$ cat config.mk
export PLATFORM = sky130hd
export DESIGN_NAME = regbank_write_arbiter
export DESIGN_NICKNAME = d
export VERILOG_FILES = /design/src/rtl/regbank_arb_pkg.sv /design/src/rtl/regbank_write_arbiter_rr_pick.sv /design/src/rtl/regbank_write_arbiter.sv
export SDC_FILE = /design/constraint.sdc
export NUM_CORES = 1
export LEC_CHECK = 0
export ABC_AREA = 1
export CORE_UTILIZATION = 33
export CTS_CLUSTER_DIAMETER = 150
export DETAILED_ROUTE_END_ITERATION = 10
export GPL_ROUTABILITY_DRIVEN = 0
export HOLD_SLACK_MARGIN = 0.12
export PLACE_DENSITY = 0.81
export SLEW_MARGIN = 5
export SYNTH_ARGS = -nofsm -noshare
export SYNTH_HDL_FRONTEND = slang
export SYNTH_SLANG_ARGS = --single-unit
$ cat constraint.sdc
create_clock -name clk -period 1.3 [get_ports clk]
set_input_delay 0.26 -clock clk [delete_from_list [all_inputs] [get_ports clk]]
set_output_delay 0.26 -clock clk [all_outputs]
set_load 0.01 [all_outputs]
$ cat src/rtl/regbank_arb_pkg.sv
// regbank_write_arbiter shared types and defaults.
// State encoding and default geometry for the write-port arbiter.
package regbank_arb_pkg;

    typedef enum logic [1:0] {
        IDLE  = 2'd0,
        BURST = 2'd1,
        DONE  = 2'd2
    } arb_state_t;

    localparam logic [3:0] ROW_BASE_DEFAULT = 4'b1000;
    localparam int         DATA_W_DEFAULT   = 16;
    localparam int         CNT_W            = 16;

endpackage

$ cat src/rtl/regbank_write_arbiter_rr_pick.sv
// rr_pick: combinational round-robin picker.
// Search begins one past the previous winner and wraps.
module rr_pick #(
    parameter  int NREQ = 4,
    localparam int IW   = (NREQ > 1) ? $clog2(NREQ) : 1
) (
    input  logic [NREQ-1:0] req,
    input  logic [IW-1:0]   last,
    output logic [IW-1:0]   winner,
    output logic            valid
);

    // First requester found after last, in circular order
    always_comb begin
        winner = '0;
        valid  = 1'b0;
        for (int i = 0; i < NREQ; i++) begin
            logic [IW-1:0] w_idx;
            w_idx = IW'((int'(last) + 1 + i) % NREQ);
            if (!valid && req[w_idx]) begin
                valid  = 1'b1;
                winner = w_idx;
            end
        end
    end

endmodule

$ cat src/rtl/regbank_write_arbiter.sv
// regbank_write_arbiter: round-robin owner of the register-bank write port.
// Optional per-requester grant counters under `REGBANK_ARB_STATS_EN.
module regbank_write_arbiter
    import regbank_arb_pkg::*;
#(
    parameter  int         NREQ      = 4,
    parameter  int         DATA_W    = DATA_W_DEFAULT,
    parameter  logic [3:0] ROW_BASE  = ROW_BASE_DEFAULT,
    parameter  int         BURST_LEN = 4,
    localparam int         BW        = (BURST_LEN > 1) ? $clog2(BURST_LEN) : 1
) (
    input  logic                   clk,
    input  logic                   rst,
    input  logic [NREQ-1:0]        req,
    input  logic [NREQ*DATA_W-1:0] wdata_in,
    output logic [NREQ-1:0]        grant,
    output logic [BW-1:0]          beat,
    output logic [3:0]             rowaddr,
    output logic [DATA_W-1:0]      wdata_out,
    output logic                   writemem,
    output logic [NREQ-1:0]        done,
    output logic                   busy
`ifdef REGBANK_ARB_STATS_EN
    ,
    output logic [NREQ*CNT_W-1:0]  grant_cnt
`endif
);

    localparam int            IW        = (NREQ > 1) ? $clog2(NREQ) : 1;
    localparam logic [BW-1:0] LAST_BEAT = BW'(BURST_LEN - 1);

    arb_state_t      r_state;
    logic [NREQ-1:0] r_grant;
    logic [BW-1:0]   r_beat;
    logic [3:0]      r_rowaddr;
    logic            r_writemem;
    logic [NREQ-1:0] r_done;
    logic [IW-1:0]   r_last;
    logic [IW-1:0]   r_winner;

    arb_state_t      w_state_nxt;
    logic [NREQ-1:0] w_grant_nxt;
    logic [BW-1:0]   w_beat_nxt;
    logic [3:0]      w_rowaddr_nxt;
    logic            w_writemem_nxt;
    logic [NREQ-1:0] w_done_nxt;
    logic [IW-1:0]   w_last_nxt;
    logic [IW-1:0]   w_winner_nxt;

    logic [IW-1:0]     w_pick;
    logic              w_pick_vld;
    logic [NREQ-1:0]   w_pick_oh;
    logic [DATA_W-1:0] w_wdata;

    rr_pick #(
        .NREQ (NREQ)
    ) u_pick (
        .req    (req),
        .last   (r_last),
        .winner (w_pick),
        .valid  (w_pick_vld)
    );

    assign w_pick_oh = {{(NREQ-1){1'b0}}, 1'b1} << w_pick;

    // State and output registers; reset aborts any burst in flight
    always_ff @(posedge clk) begin
        if (rst) begin
            r_state    <= IDLE;
            r_grant    <= '0;
            r_beat     <= '0;
            r_rowaddr  <= ROW_BASE;
            r_writemem <= 1'b0;
            r_done     <= '0;
            r_last     <= IW'(NREQ - 1);
            r_winner   <= '0;
        end else begin
            r_state    <= w_state_nxt;
            r_grant    <= w_grant_nxt;
            r_beat     <= w_beat_nxt;
            r_rowaddr  <= w_rowaddr_nxt;
            r_writemem <= w_writemem_nxt;
            r_done     <= w_done_nxt;
            r_last     <= w_last_nxt;
            r_winner   <= w_winner_nxt;
        end
    end

    // Next-state and next-output decisions for IDLE/BURST/DONE
    always_comb begin
        w_state_nxt    = r_state;
        w_grant_nxt    = r_grant;
        w_beat_nxt     = r_beat;
        w_rowaddr_nxt  = r_rowaddr;
        w_writemem_nxt = r_writemem;
        w_done_nxt     = r_done;
        w_last_nxt     = r_last;
        w_winner_nxt   = r_winner;
        unique case (r_state)
            IDLE: begin
                if (w_pick_vld) begin
                    w_grant_nxt    = w_pick_oh;
                    w_beat_nxt     = '0;
                    w_rowaddr_nxt  = ROW_BASE;
                    w_writemem_nxt = 1'b1;
                    w_winner_nxt   = w_pick;
                    w_state_nxt    = BURST;
                end
            end
            BURST: begin
                if (r_beat != LAST_BEAT) begin
                    w_beat_nxt    = r_beat + BW'(1);
                    w_rowaddr_nxt = r_rowaddr + 4'd1;
                end else begin
                    w_writemem_nxt = 1'b0;
                    w_done_nxt     = r_grant;
                    w_last_nxt     = r_winner;
                    w_state_nxt    = DONE;
                end
            end
            DONE: begin
                w_done_nxt    = '0;
                w_grant_nxt   = '0;
                w_beat_nxt    = '0;
                w_rowaddr_nxt = ROW_BASE;
                w_state_nxt   = IDLE;
            end
            default: begin
                w_state_nxt = IDLE;
            end
        endcase
    end

    // One-hot grant makes an OR-mux sufficient; zero when idle
    always_comb begin
        w_wdata = '0;
        for (int i = 0; i < NREQ; i++) begin
            if (r_grant[i]) begin
                w_wdata = w_wdata | wdata_in[i*DATA_W +: DATA_W];
            end
        end
    end

    assign grant     = r_grant;
    assign beat      = r_beat;
    assign rowaddr   = r_rowaddr;
    assign writemem  = r_writemem;
    assign done      = r_done;
    assign busy      = (r_state != IDLE);
    assign wdata_out = w_wdata;

`ifdef REGBANK_ARB_STATS_EN
    logic [NREQ*CNT_W-1:0] r_cnt;

    // Saturating per-requester count of completed bursts
    always_ff @(posedge clk) begin
        if (rst) begin
            r_cnt <= '0;
        end else if (r_state == DONE) begin
            for (int i = 0; i < NREQ; i++) begin
                if (r_grant[i] && (r_cnt[i*CNT_W +: CNT_W] != {CNT_W{1'b1}})) begin
                    r_cnt[i*CNT_W +: CNT_W] <= r_cnt[i*CNT_W +: CNT_W] + CNT_W'(1);
                end
            end
        end
    end

    assign grant_cnt = r_cnt;
`endif

endmodule
==> results.md <==
* Syn Area/Cell at 6.28 µm²
* First DRT Iteration DRCs at 95
* Synth Net Count at 331
* Slew HR at 0.818
* CTS Buf Count at 3
* RSZ-0062 raised after global routing: true
* Crit path cell chain: buf_12 -> nand2_8 -> nand2_8 -> nand2_4 -> nand2_4 -> nor2_8 -> nand4_4 -> buf_4 -> nand3_1 -> a21oi_2
* First-pass detailed-route iteration total at 4
* Top-Level Pins at 102
* CTS max path bufs at 2
* Share of cells above drive strength 1 at 0.446
* FF+latch area at about 450 µm²
* Largest net degree at the start of global routing at 19
* Setup crit end kind: flop
* Post-Route WL at 7250 µm
* Worst Path Arrival at 1.73 ns
* Initial core utilization at 0.344
* Startpoint types: flop
* Sequential fraction of the synthesis area at 0.259
* ANT cells at 0
* CP max-delay cell: dfxtp_4
* Mapped cell area at 1630 µm²
* CTS Sinks at 21
* Root buffer cell: clkbuf_8
* CP Class: flop to flop
* Clock Latency Late Sink at between 0.2 and 0.3 ns
* Tcrit/Tclk final at 1.21
* Via Count at 2380
* Status: finished with violations
* HP Class: flop to flop
* Fin Setup TNS at -4.25 ns
* Post-route DRC violation count at 0
* Post-route cell area at 3420 µm²
* Hpwl dp at 4460 µm
* Delay-heaviest family, CP: simple AND/OR/NAND/NOR gates
* Die ar. at 5210 µm²
* Number of global-route vias before repair at 2202
* Post-synth ARST share at 0
* GRT overflow at 0
* Core Footprint at between 4000 and 5000 µm²
* Port bufs at 101
* Pleak at 1.57 nW
* CP max FO at 7
* WP data required at 1.46 ns
* Syn-to-layout area delta at 111%
* Num rows at 25
* Final core utilization at 0.725
* Pwr Total at 0.00194 W
* First-pass GRT wire length at 9480 µm
* PD cells at ~570 nW/µm²
* Vias per std cell at just over 5
* Slew Viols, Final at 0
* Peak Freq at 0.637 GHz
* Violated checks: setup timing
* CTS tree: done
* Die width at 72.2 µm
* WP buf/inv at 2
* Yosys reg bits at 21
* Fin. Hold Viols at 0
* Top routing layer in use: met4
* Worst-Margin Slew at 0.273 ns
* Antenna-violating nets left at 0
* Die H at 72.2 µm
* Number of synthesized flops with an enable pin at 0
* Ys Warns at 0
* Final WS setup at -0.269 ns
* Tot GR Track Use at 0.227
* Tmin final at 1.57 ns
* WHS at 0.480 ns
* Layout fillers at about 330
* Area of the multi-input gates at 1390 µm²
* Synth unique cells at 26
* H-Tree Depth at 1
* Met3 Wirelength at 497 µm
* Fin nets at 472
* Clk slew on worst S/H paths at 0.08 ns
* Wire length on met1 at 2750 µm
* Clock skew at 0.00388 ns
* Worst stage delay on the critical path at 0.38 ns
* Max Cap Violations at 0
* Final setup viols at 31
* Wire per inst at between 15 and 20 µm
* WL met2 at 3850 µm
* DP Area at 2920 µm²
* Peak VDD IR at 0.572 mV
* Initial antenna violation count at 0
* R2R Setup Slk at -0.27 ns
* Post-Syn Instances at ~260
* Synth Flop Type: dfxtp_1
synthesized netlist by cell type (2+ instances only):
library cell / instances / area (µm²)
a32o_1: 4 / 40.0
nand2_2: 7 / 43.8
dfxtp_1: 21 / 420
nand3b_1: 2 / 15.0
nand2_4: 8 / 90.1
nand4_1: 23 / 144
inv_1: 15 / 56.3
nor2_1: 15 / 56.3
nand3_2: 2 / 20.0
o211ai_1: 2 / 15.0
ha_1: 2 / 25.0
nand3_1: 18 / 90.1
clkbuf_1: 10 / 37.5
nand2_1: 112 / 420
a21oi_1: 6 / 30.0
o21ai_1: 2 / 10.0
path summary, 6_finish.rpt:
path                                start       to  cells after the start
worst max-delay path            r_last[0]  beat[0]                     10
worst min-delay path              beat[1]  beat[1]                      2
worst max register to register  r_last[0]  beat[0]                     10
worst min register to register    beat[1]  beat[1]                      2
where the power goes:
group / total, W / leakage (nW) / internal (W) / switching (W)
Sequential: 0.000689 / 0.175 / 0.000662 / 0.0000273
Combinational: 0.000813 / 1.37 / 0.000441 / 0.000372
Clock: 0.000438 / 0.0255 / 0.000214 / 0.000224
cell usage in the layout (no fill, tap or decap), types with 5 or more instances in the layout:
master / count
buf_12: 5
buf_2: 16
buf_4: 30
buf_6: 10
clkdlybuf4s50_1: 65
dfxtp_1: 11
dfxtp_4: 6
dlygate4sd2_1: 14
inv_1: 9
nand2_1: 64
nand2_2: 40
nand2_4: 21
nand3_1: 15
nand4_1: 23
nor2_1: 6
nor2_4: 5
cell families (layout without fill, tap and decap cells):
logic type | after synthesis | count (layout) | share of synthesized area
fa+ha+maj | 2 | 2 | 0.0154
xor+xnor | 1 | 1 | 0.00539
buf+inv | 29 | 169 | 0.0831
flops | 21 | 21 | 0.259
compound gates | 16 | 16 | 0.0670
simple gates | 190 | 190 | 0.570
worst register-to-register path, cell delays in order (launching register included):
cell	delay, ns
dfxtp_4	0.38
buf_12	0.16
nand2_8	0.07
nand2_8	0.06
nand2_4	0.07
nand2_4	0.07
nor2_8	0.18
nand4_4	0.15
buf_4	0.18
nand3_1	0.09
a21oi_2	0.06
metrics by stage:
| step | std cells | worst slack, ns |
|---|---|---|
| floorplan | 259 | -0.139 |
| global placement | 441 | -0.433 |
| detailed placement | 441 | -0.498 |
| CTS | 456 | -0.207 |
| global route | 466 | -0.328 |
| finish | 466 | -0.269 |
metal layers:
layer / track usage / vias to the layer above
met1: 0.249 / 1115
met3: 0.0458 / 20
met2: 0.432 / 107
met5: 0 / -
met4: 0.0697 / 0
li1: - / 1138
layout make-up:
type,count,area share
Tap cell,67,0.0245
Clock inverter,1,0.00146
Sequential cell,21,0.131
Multi-Input combinational cell,209,0.406
Clock buffer,3,0.0121
Timing Repair Buffer,148,0.403
Inverter,17,0.0223
flip-flops by register name, indices dropped and copies added (netlist names):
register	flops
done	4
grant	4
rowaddr	4
beat	2
r_last	2
r_state	2
r_winner	2
writemem	1
timing repair:
action,in CTS,in global routing
buffers inserted,11,7
resized for setup,151,71
gates cloned,0,3
pin swaps,26,25
hold buffers,0,0
endpoints found under the setup margin,50,39
Note: power is estimated with default switching activity, not from simulation.
